$ cat config.mk
export PLATFORM = sky130hd
export DESIGN_NAME = uart_rx_buffer
export DESIGN_NICKNAME = d
export VERILOG_FILES = /design/src/rtl/uart_rx_buffer.sv
export SDC_FILE = /design/constraint.sdc
export NUM_CORES = 1
export LEC_CHECK = 0
export CORE_ASPECT_RATIO = 0.6
export CORE_MARGIN = 4
export CORE_UTILIZATION = 30
export CTS_CLUSTER_SIZE = 14
export DETAILED_ROUTE_END_ITERATION = 12
export GPL_ROUTABILITY_DRIVEN = 0
export PLACE_DENSITY = 0.54
export SYNTH_ARGS = -nofsm -noshare
export SYNTH_HDL_FRONTEND = slang
export SYNTH_SLANG_ARGS = --single-unit
$ cat constraint.sdc
create_clock -name clock -period 6.6 [get_ports clock]
set_input_delay 1.65 -clock clock [delete_from_list [all_inputs] [get_ports clock]]
set_output_delay 1.65 -clock clock [all_outputs]
set_load 0.02 [all_outputs]
$ cat src/rtl/uart_rx_buffer.sv
// 8N1 UART receiver tapping a serial line, followed by a first-word-fall-through byte FIFO
// read through a valid/ready port. dbg_state exposes the receiver FSM for checkers.
module uart_rx_buffer #(
  parameter int CLKS_PER_BIT = 434,
  parameter int DEPTH        = 16
) (
  input  logic                       clock,
  input  logic                       reset_n,
  input  logic                       uart_rx_input,
  output logic [7:0]                 rd_data,
  output logic                       rd_valid,
  input  logic                       rd_ready,
  output logic [$clog2(DEPTH):0]     fifo_count,
  output logic                       frame_err,
  output logic                       overflow,
  input  logic                       clear_overflow,
  output logic [2:0]                 dbg_state
);

  // Read port handshake: a byte is transferred on every rising clock edge where
  // rd_valid and rd_ready are both 1; rd_ready while rd_valid is 0 has no effect,
  // and rd_data is stable at the FIFO head for as long as rd_valid stays 1.

  localparam int CW   = $clog2(CLKS_PER_BIT);
  localparam int AW   = $clog2(DEPTH);
  localparam int NW   = AW + 1;
  localparam logic [CW-1:0] BIT_LAST  = CW'(CLKS_PER_BIT - 1);
  localparam logic [CW-1:0] HALF_LAST = CW'(CLKS_PER_BIT / 2 - 1);
  localparam logic [NW-1:0] FULL_CNT  = NW'(DEPTH);

  typedef enum logic [2:0] {
    IDLE    = 3'd0,
    START   = 3'd1,
    DATA    = 3'd2,
    STOP    = 3'd3,
    WAIT_HI = 3'd4
  } rx_state_t;

  rx_state_t      state;
  logic           rx_meta;
  logic           rx_s;
  logic [CW-1:0]  cnt;
  logic [2:0]     bit_idx;
  logic [7:0]     shift;
  logic           push_r;
  logic [7:0]     push_data;

  logic [7:0]     mem [DEPTH];
  logic [AW-1:0]  wr_ptr;
  logic [AW-1:0]  rd_ptr;
  logic [NW-1:0]  count;
  logic           pop;
  logic           push_ok;
  logic           push_drop;

  always_ff @(posedge clock or negedge reset_n) begin
    if (!reset_n) begin
      rx_meta <= 1'b1;
      rx_s    <= 1'b1;
    end else begin
      rx_meta <= uart_rx_input;
      rx_s    <= rx_meta;
    end
  end

  always_ff @(posedge clock or negedge reset_n) begin
    if (!reset_n) begin
      state     <= IDLE;
      cnt       <= '0;
      bit_idx   <= '0;
      shift     <= '0;
      push_r    <= 1'b0;
      push_data <= '0;
      frame_err <= 1'b0;
    end else begin
      push_r    <= 1'b0;
      frame_err <= 1'b0;
      case (state)
        IDLE: begin
          cnt <= '0;
          if (!rx_s) state <= START;
        end
        START: begin
          if (cnt == HALF_LAST) begin
            cnt <= '0;
            if (!rx_s) begin
              state   <= DATA;
              bit_idx <= '0;
            end else begin
              state <= IDLE;
            end
          end else begin
            cnt <= cnt + CW'(1);
          end
        end
        DATA: begin
          if (cnt == BIT_LAST) begin
            cnt   <= '0;
            shift <= {rx_s, shift[7:1]};
            if (bit_idx == 3'd7) state <= STOP;
            else                 bit_idx <= bit_idx + 3'd1;
          end else begin
            cnt <= cnt + CW'(1);
          end
        end
        STOP: begin
          if (cnt == BIT_LAST) begin
            cnt <= '0;
            if (rx_s) begin
              push_r    <= 1'b1;
              push_data <= shift;
              state     <= IDLE;
            end else begin
              frame_err <= 1'b1;
              state     <= WAIT_HI;
            end
          end else begin
            cnt <= cnt + CW'(1);
          end
        end
        // A held-low line (break) must return high before a new start is accepted.
        WAIT_HI: begin
          if (rx_s) state <= IDLE;
        end
        default: state <= IDLE;
      endcase
    end
  end

  assign dbg_state = state;

  assign rd_valid  = (count != '0);
  assign pop       = rd_valid & rd_ready;
  assign push_ok   = push_r & ((count != FULL_CNT) | pop);
  assign push_drop = push_r & (count == FULL_CNT) & ~pop;

  always_ff @(posedge clock) begin
    if (push_ok) mem[wr_ptr] <= push_data;
  end

  always_ff @(posedge clock or negedge reset_n) begin
    if (!reset_n) begin
      wr_ptr   <= '0;
      rd_ptr   <= '0;
      count    <= '0;
      overflow <= 1'b0;
    end else begin
      if (push_ok) wr_ptr <= wr_ptr + AW'(1);
      if (pop)     rd_ptr <= rd_ptr + AW'(1);
      case ({push_ok, pop})
        2'b10:   count <= count + NW'(1);
        2'b01:   count <= count - NW'(1);
        default: count <= count;
      endcase
      if (push_drop)           overflow <= 1'b1;
      else if (clear_overflow) overflow <= 1'b0;
    end
  end

  assign fifo_count = count;
  assign rd_data    = rd_valid ? mem[rd_ptr] : 8'h00;

endmodule
==> results.yml, run 1 <==
status:
  outcome: "finished clean"
floorplanning:
  start_util_pct: 30.65
  core_sq_um: 24330
  die_h_microns: 130.1
  rows: 44
  pin_count: 24
  dieWidth_microns: 211.5
  dieArea_sq_um: 27530
pwr:
  p_leak_nw: 3.394
  pwr-share-clk_pct: 37.3
  p_per_area_nw_per_um2: 320.5
  p_sw_uw: 798.8
  seqPwrFrac_pct: 49.5
  p_int_mw: 1.977
  switching_share_pct: 28.78
  combPwrFrac_pct: 13.2
  vdd_ir_drop_max_mv: 0.1481
synthesis:
  syn-instance-count: 455
  synth_nets: 472
  synthFlopType: "edfxtp_1"
  yosysUniqueCellTypes: 54
  syn_area_per_cell_sq_um: 16.39
  synth_edf_count: 128
  synth_warnings: 0
  ys_seq_area_share_pct: 68.02
  ys_async_sr_fraction_pct: 27.68
  synth_area_sq_um: 7457
  synth_seq_cells: 177
critical_path:
  worst-setup-path-type: "flip-flop to output port"
  crit_arrival_ns: 3.27
  worstPathRequired_ns: 4.95
  crit_slowest_cell: "dfrtp_2"
  crit_path_end_kind: "output port"
  critPathMaxStageDelay_ns: 0.87
  worstPathMaxFanout: 23
  path_cells: "buf_4, mux4_2, mux2i_1, o22ai_1, clkdlybuf4s50_1"
  worstSetupStartpoint: "rd_ptr[0]"
  crit_family: "buffers and inverters"
  worstSetupStartpointType: "flip-flop"
  path_buf_inv: 2
  r2r-start: "fifo_count[1]"
clock_tree:
  clk-insertion-delay-late_ns: 0.43
  root_buffer: "clkbuf_16"
  cts_resized: 0
  numCtsBuffers: 17
  path_clk_slew_ns: 0.07
  cts_setup_buffers: 0
  cts_max_level: 4
  clkSinkCount: 177
  cts_buffer_depth: 2
  holdBufCountCts: 0
  cts_tree: "yes"
sta:
  fin_crit_sh_pct: 74.52
  timing.final.hold_violations: 0
  slew_headroom_pct: 22.86
  report.final.slew_viol_count: 0
  final.min_clock_period_ns: 4.919
  setup_viol_count_final: 0
  clock_skew_ns: 0.01503
  whs_ns: 0.3593
  tightest_slew_ns: 1.157
  max_freq_mhz: 203.3
  setup_tns_ns: 0
  grt_setup_unrepaired: "false"
finish:
  drive_gt1_share_pct: 19.84
  nets: 498
  fill_cells: 2304
  antenna_cells: 0
  syn_to_final_growth_pct: 16.14
  fin_cells: 816
drt:
  drtIter0Drc: 347
  drt-vias-per-instance: 4.945
  antenna_left: 0
  dr.pass1.iters: 5
  drc: 0
  wl_mm: 15.60
  vias: 4035
  wl_per_cell_microns: 19.12
grt:
  grt_use_met3_pct: 2.475
  grt_pass1_vias: 4108
  grt_usage_pct: 11.85
  antenna_found_initial: 0
  grt.busiest_layer: "met1"
  grt_pass1_wl_mm: 24.61
  gr-total-overflow: 0
  grtUsageMet2_pct: 17.27
  grt_max_degree: 50
  met1_usage_pct: 17.99
worst_hold_path:
  hp-start: "rx_meta"
  min_path_type: "flip-flop to flip-flop"
flow_run:
  max_cap_violations: 0
place:
  placed_cells: 784
  place.detailed.hpwl_mm: 10.55
  portBuffers: 23
placed cells by master, fill, tap and decap left out, types with 3 or more instances in the layout:
cell type	netlist	layout
inv_1	14	14
ha_1	12	12
clkdlybuf4s50_1	0	22
a21oi_1	9	9
xnor2_1	7	7
nor3_1	5	5
o21ai_0	8	8
nor2b_1	3	3
nand2b_1	6	6
inv_6	0	5
edfxtp_1	128	128
xor2_1	5	5
buf_4	0	6
a22o_1	3	3
nor2_1	17	17
mux2_2	18	18
mux2i_1	16	16
nor3b_1	3	3
clkbuf_16	0	17
nand2_1	23	23
a21o_1	3	3
inv_8	0	5
and2_1	11	11
nor4_1	5	5
a31oi_1	3	3
o22ai_1	10	10
clkinv_8	0	3
dfrtp_1	47	45
nand3_1	8	8
mux4_2	32	32
or3_1	4	4
worst paths after layout:
check	endpoint	slack (ns)	cells past startpoint
min reg2reg	rx_s	0.36	0
min in group asynchronous	cnt[3]	1.31	2
max reg2reg	fifo_count[4]	3.40	10
min	rx_s	0.36	0
max in group asynchronous	rd_ptr[1]	4.82	2
max	rd_data[4]	1.68	5
power groups by stage:
stage	Sequential (mW)	Combinational, mW	Clock (mW)
finish	1.37	0.367	1.04
CTS	1.38	0.369	1.06
global route	1.39	0.398	1.10
floorplan	1.28	0.354	0
global placement	1.40	0.358	0
detailed placement	1.40	0.368	0
flip-flops by register name (all words and copies together) (netlist names):
register	cells
cnt	9
fifo_count	5
push_data	8
shift	8
bit_idx	3
push_r	1
rd_ptr	4
mem	128
wr_ptr	4
overflow	1
frame_err	1
rx_s	1
dbg_state	3
rx_meta	1
cell type report:
type	count	area (sq um)	share of cell area, %
inverters	14	52.55	0.6068
clock inverters	14	178.9	2.066
repair buffers	29	270.3	3.120
well taps	322	402.9	4.652
multi-input cells	242	2242	25.89
clock buffers	18	439.2	5.071
flip-flops and latches	177	5075	58.60
cells by family (layout without fill, tap and decap cells):
kind of cell / count (synthesis) / count (layout) / synth area share [%]
AO/OA/AOI/OAI: 53 / 53 / 4.849
XOR/XNOR: 12 / 12 / 1.409
adder cells (fa/ha/maj): 12 / 12 / 2.013
buffers and inverters: 36 / 75 / 1.913
flip-flops: 177 / 177 / 68.02
multiplexers: 67 / 67 / 14.73
AND/OR/NAND/NOR: 98 / 98 / 7.064
synthesized netlist by cell type, drive strengths merged, types with 2 or more instances:
master	number	area [sq um]
a22o	3	26.28
nand3	8	40.04
mux4	32	720.7
a32oi	2	17.52
xnor2	7	61.31
nand4	2	12.51
a22oi	2	15.01
o21bai	2	15.01
nand2b	6	37.54
dfrtp	47	1176
edfxtp	128	3844
inv	14	52.55
and2	12	75.08
a21oi	9	45.04
mux2	19	217.7
or3	4	25.02
or4	3	26.27
nand2	23	86.33
xor2	5	43.79
clkbuf	14	52.55
dfstp	2	52.55
o21ai	8	40.04
nor2b	3	18.77
o22ai	10	62.56
buf	8	37.54
nor3b	3	22.52
a21o	3	22.52
nor2	17	63.81
o2bb2ai	2	17.52
a31oi	3	18.77
ha	12	150.1
mux2i	16	160.2
nor4	6	43.79
nor3	5	25.02
metal layers:
metal | up-vias | share of wire, % | wire length, microns
li1 | 1823 | - | -
met1 | 2092 | 50 | 7856
met2 | 108 | 43 | 6759
met3 | 12 | 5.3 | 830
met4 | 0 | 0.99 | 154
met5 | - | 0 | 0
metrics by stage:
step	util, %	total power, mW	instance area [sq um]	setup WS (ns)
floorplan	-	1.635	7457	3.102
global placement	33.05	1.755	8043	2.094
detailed placement	33.05	1.771	8043	2.060
CTS	35.59	2.805	8661	1.589
global route	35.59	2.890	8661	1.422
finish	35.59	2.776	8661	1.681
(Power assumes the default switching activity.)
==> run 2: changes to the inputs <==
--- a/config.mk
+++ b/config.mk
@@ -11,7 +11,7 @@
 export CTS_CLUSTER_SIZE = 14
 export DETAILED_ROUTE_END_ITERATION = 12
 export GPL_ROUTABILITY_DRIVEN = 0
-export PLACE_DENSITY = 0.54
+export PLACE_DENSITY = 0.55
 export SYNTH_ARGS = -nofsm -noshare
 export SYNTH_HDL_FRONTEND = slang
 export SYNTH_SLANG_ARGS = --single-unit
==> constraint.sdc (replaced) <==
create_clock -name clock -period 3.9 [get_ports clock]
set_input_delay 0.975 -clock clock [delete_from_list [all_inputs] [get_ports clock]]
set_output_delay 0.975 -clock clock [all_outputs]
set_load 0.02 [all_outputs]
==> results.yml, run 2 (same netlist as run 1, synthesis figures left out) <==
status:
  outcome: "finished clean"
floorplanning:
  die_h_microns: 130.1
  rows: 44
  core_sq_um: 24330
  pin_count: 24
  start_util_pct: 30.65
  dieWidth_microns: 211.5
  dieArea_sq_um: 27530
finish:
  antenna_cells: 0
  final_common_cell: "edfxtp_1"
  fill_cells: 2273
  largest_reg_flops: 128
  layout_common_cells: "edfxtp_1 (128), dfrtp_1 (45), mux4_2 (32)"
  syn_to_final_growth_pct: 16.66
  regMostFlops: "mem"
  reg_top3: "mem (128), cnt (9)"
  nets: 505
  drive_gt1_share_pct: 20.60
sta:
  fin_crit_sh_pct: 95.72
  tightest_slew_ns: 1.049
  final.min_clock_period_ns: 3.733
  report.final.slew_viol_count: 0
  setup_tns_ns: 0
  slew_headroom_pct: 30.05
  max_freq_mhz: 267.9
  grt_setup_unrepaired: "false"
  setup_viol_count_final: 0
  clock_skew_ns: 0.01005
  timing.final.hold_violations: 0
worst_hold_path:
  min_to: "rx_s"
  min_path_type: "flip-flop to flip-flop"
  hold_depth: 0
  hp-start: "rx_meta"
drt:
  wl_per_cell_microns: 19.32
  drc: 0
  antenna_left: 0
  drt-vias-per-instance: 4.970
  vias: 4085
  dr.pass1.iters: 5
  wl_mm: 15.88
  drtIter0Drc: 412
grt:
  antenna_found_initial: 0
  grt_pass1_vias: 4065
  grt_max_degree: 46
  grt_usage_pct: 11.98
  grt_pass1_wl_mm: 24.75
  gr-total-overflow: 0
clock_tree:
  root_buffer: "clkbuf_16"
  numCtsBuffers: 17
  cts_setup_buffers: 0
  clkSinkCount: 177
  cts_max_level: 4
  cts_tree: "yes"
  path_clk_slew_ns: 0.07
  cts_buffer_depth: 2
  clk-insertion-delay-late_ns: 0.42
critical_path:
  worstPathMaxFanout: 11
  r2r-start: "fifo_count[1]"
  r2r_slack_ns: 0.87
  critPathMaxStageDelay_ns: 0.59
  worstPathRequired_ns: 2.92
  r2r_cells: 10
  path_cells: "nor4_4, nand2b_1, nand2_2, o22ai_1, clkdlybuf4s50_1"
  worst-setup-path-type: "flip-flop to output port"
  crit_arrival_ns: 2.76
  crit_path_end_kind: "output port"
  r2r_end: "fifo_count[4]"
  worstSetupStartpointType: "flip-flop"
  crit_slowest_cell: "clkdlybuf4s50_1"
pwr:
  p_per_area_nw_per_um2: 535.5
  p_leak_nw: 3.408
  finalPower_mw: 4.658
  vdd_ir_drop_max_mv: 0.2852
place:
  portBuffers: 23
  place.detailed.hpwl_mm: 10.61
flow_run:
  max_cap_violations: 0
[run 2: cell types whose count changed in the layout (fill, tap and decap cells not counted), moves of 2 or more]
| cell | previous run | this run |
|---|---|---|
| inv_6 | 5 | 3 |
| clkinv_1 | 0 | 2 |
| clkinv_8 | 3 | 0 |
| clkinv_4 | 0 | 2 |
| clkinv_2 | 0 | 2 |
| clkinvlp_4 | 0 | 2 |
| buf_12 | 0 | 2 |
| buf_4 | 6 | 11 |
| inv_8 | 5 | 0 |
[run 2: what timing repair did]
action,4_1_cts,5_1_grt
resized for setup,1,3
endpoints found under the setup margin,3,7
hold buffers,0,0
[run 2: worst max path at each step]
stage | startpoint | endpoint | slack, ns | cells after the start
detailed placement | fifo_count[1] | rd_data[4] | 0.37 | 5
global route | fifo_count[1] | rd_data[4] | 0.07 | 5
floorplan | fifo_count[1] | fifo_count[4] | 1.05 | 11
CTS | fifo_count[1] | rd_data[4] | 0.03 | 5
global placement | fifo_count[1] | rd_data[7] | 0.41 | 5
finish | fifo_count[1] | rd_data[7] | 0.17 | 5
[run 2: power breakdown]
group | internal [mW] | total (mW) | switching [mW]
registers | 2.05 | 2.15 | 0.0969
logic | 0.393 | 0.865 | 0.471
clock network | 0.941 | 1.65 | 0.705
[run 2: stage by stage]
stage | hold WS, ns | util (%) | instances | cell area (sq um) | setup WS [ns]
CTS | 0.3585 | 35.73 | 822 | 8693 | 0.03285
finish | 0.3568 | 35.75 | 822 | 8700 | 0.1669
global placement | 0.3456 | 33.37 | 791 | 8119 | 0.4105
floorplan | 0.3452 | - | 455 | 7457 | 1.050
global route | 0.3622 | 35.75 | 822 | 8700 | 0.06931
detailed placement | 0.3492 | 33.37 | 791 | 8119 | 0.3736
[run 2: metal layers]
| layer | part of all wire, % | global-route usage, % | up-vias |
|---|---|---|---|
| li1 | - | - | 1834 |
| met4 | 0.79 | 2.839 | 0 |
| met5 | 0 | 0 | - |
| met2 | 43 | 17.01 | 113 |
| met3 | 5.0 | 2.739 | 16 |
| met1 | 51 | 18.60 | 2122 |
[run 2: area by class of cell]
cell class / count / area [sq um] / share of cell area, %
clock inverter: 13 / 136.4 / 1.568
inverter: 14 / 52.55 / 0.6041
clock buffer: 18 / 429.2 / 4.933
multi-input combinational: 242 / 2256 / 25.93
tap: 322 / 402.9 / 4.631
timing repair buffer: 36 / 347.8 / 3.998
sequential: 177 / 5075 / 58.33
[run 2: worst max-delay path: cells and delay by family, from the launching register on]
kind                   cells  cell delay (ns)
AND/OR/NAND/NOR            3             1.05
buffers and inverters      1             0.59
flip-flops                 1             0.50
AO/OA/AOI/OAI              1             0.20
==> run 3: changes to the inputs <==
--- a/config.mk
+++ b/config.mk
@@ -6,12 +6,11 @@
 export NUM_CORES = 1
 export LEC_CHECK = 0
 export CORE_ASPECT_RATIO = 0.6
-export CORE_MARGIN = 4
-export CORE_UTILIZATION = 30
+export CORE_UTILIZATION = 55
 export CTS_CLUSTER_SIZE = 14
 export DETAILED_ROUTE_END_ITERATION = 12
 export GPL_ROUTABILITY_DRIVEN = 0
-export PLACE_DENSITY = 0.55
+export PLACE_DENSITY = 0.84
 export SYNTH_ARGS = -nofsm -noshare
 export SYNTH_HDL_FRONTEND = slang
 export SYNTH_SLANG_ARGS = --single-unit
==> results.yml, run 3 (same netlist as run 1, synthesis figures left out) <==
clock_tree:
  cts_tree: "yes"
  cts_buffer_depth: 2
  clkSinkCount: 177
  path_clk_slew_ns: 0.07
  cts_resized: 0
  root_buffer: "clkbuf_16"
  cts_setup_buffers: 0
  cts_max_level: 4
  holdBufCountCts: 0
  numCtsBuffers: 17
  clk-insertion-delay-late_ns: 0.42
sta:
  setup_tns_ns: 0
  worst_slack_ns: 0.2085
  timing.final.hold_violations: 0
  fin_crit_sh_pct: 94.65
  slew_headroom_pct: 50.83
  report.final.slew_viol_count: 0
  setup_viol_count_final: 0
  final.min_clock_period_ns: 3.692
  tightest_slew_ns: 0.7308
  clock_skew_ns: 0.009810
  max_freq_mhz: 270.9
  grt_setup_unrepaired: "false"
worst_hold_path:
  min_path_type: "flip-flop to flip-flop"
  hold_depth: 0
  min_to: "rx_s"
  hp-start: "rx_meta"
drt:
  drc: 3
  drtIter0Drc: 537
  drt-vias-per-instance: 6.204
  antenna_left: 0
  wl_per_cell_microns: 22.13
  dr.pass1.iters: 9
  wl_mm: 14.87
  vias: 4169
place:
  dp_slack_ns: 0.5568
  place.detailed.hpwl_mm: 9.751
  portBuffers: 23
  place_area_sq_um: 7924
critical_path:
  r2r_end: "fifo_count[4]"
  worstPathRequired_ns: 2.92
  r2r_slack_ns: 0.97
  r2r_cells: 10
  worst-setup-path-type: "flip-flop to output port"
  crit_path_end_kind: "output port"
  r2r-start: "fifo_count[1]"
  worstSetupStartpointType: "flip-flop"
  crit_arrival_ns: 2.72
  worstPathMaxFanout: 11
status:
  outcome: "finished, violations left"
  violations: "DRC"
flow_run:
  max_cap_violations: 0
floorplanning:
  rows: 32
  pin_count: 24
  start_util_pct: 57.31
  die_h_microns: 92.20
  core_sq_um: 13010
  dieArea_sq_um: 14040
  dieWidth_microns: 152.3
grt:
  grt_pass1_wl_mm: 23.42
  grt_max_degree: 36
  grt_usage_pct: 23.19
  grt_pass1_vias: 4098
  gr-total-overflow: 0
  antenna_found_initial: 0
finish:
  multiInputGateArea_sq_um: 2242
  nets: 506
  largest_reg_flops: 128
  postLayoutCellArea_sq_um: 8486
  syn_to_final_growth_pct: 13.79
  fill_cells: 837
  post-route-util_pct: 65.21
  reg_top3: "mem (128), cnt (9)"
  drive_gt1_share_pct: 20.72
  layout_common_cells: "edfxtp_1 (128), dfrtp_1 (46), mux4_2 (32)"
  regMostFlops: "mem"
  seqCellArea_sq_um: 5074
  antenna_cells: 0
  final_common_cell: "edfxtp_1"
pwr:
  p_leak_nw: 3.394
  p_per_area_nw_per_um2: 538.9
  finalPower_mw: 4.573
  vdd_ir_drop_max_mv: 0.3078
==> run 3: how the worst max path moves through the flow <==
| stage | from | to | cells past startpoint |
|---|---|---|---|
| floorplan | fifo_count[1] | fifo_count[4] | 11 |
| global placement | rd_ready | fifo_count[4] | 10 |
| detailed placement | rd_ready | fifo_count[4] | 10 |
| CTS | fifo_count[1] | rd_data[6] | 5 |
| global route | fifo_count[1] | rd_data[6] | 5 |
| finish | fifo_count[1] | rd_data[6] | 5 |
==> run 3: power by group <==
| part | switching, mW | internal (mW) |
|---|---|---|
| clock | 0.729 | 0.884 |
| combinational | 0.437 | 0.381 |
| sequential | 0.0928 | 2.05 |
| total | 1.26 | 3.31 |
==> run 3: cell type report <==
cell class	instances	area share (%)
Inverter	14	0.6193
Clock inverter	15	1.607
Multi-Input combinational cell	242	26.42
Tap cell	170	2.507
Sequential cell	177	59.79
Timing Repair Buffer	37	4.040
Clock buffer	17	5.013
==> run 3: stage by stage <==
step | instances | hold slack (ns)
global placement | 640 | 0.3472
finish | 672 | 0.3589
global route | 672 | 0.3601
detailed placement | 640 | 0.3493
floorplan | 455 | 0.3452
CTS | 672 | 0.3592
==> run 3: layer usage <==
| metal | vias to the layer above | global-route usage (%) | wire (microns) |
|---|---|---|---|
| met2 | 172 | 34.72 | 6771 |
| met4 | 0 | 8.163 | 250 |
| met5 | - | 0 | 0 |
| li1 | 1833 | - | - |
| met3 | 24 | 4.773 | 1069 |
| met1 | 2140 | 34.09 | 6777 |
==> run 3: worst max-delay path, stage by stage (launching register included) <==
cell	delay [ns]
dfrtp_1	0.51
nor4_2	0.49
nand2b_1	0.26
nand2b_1	0.31
o22ai_1	0.17
clkdlybuf4s50_1	0.57
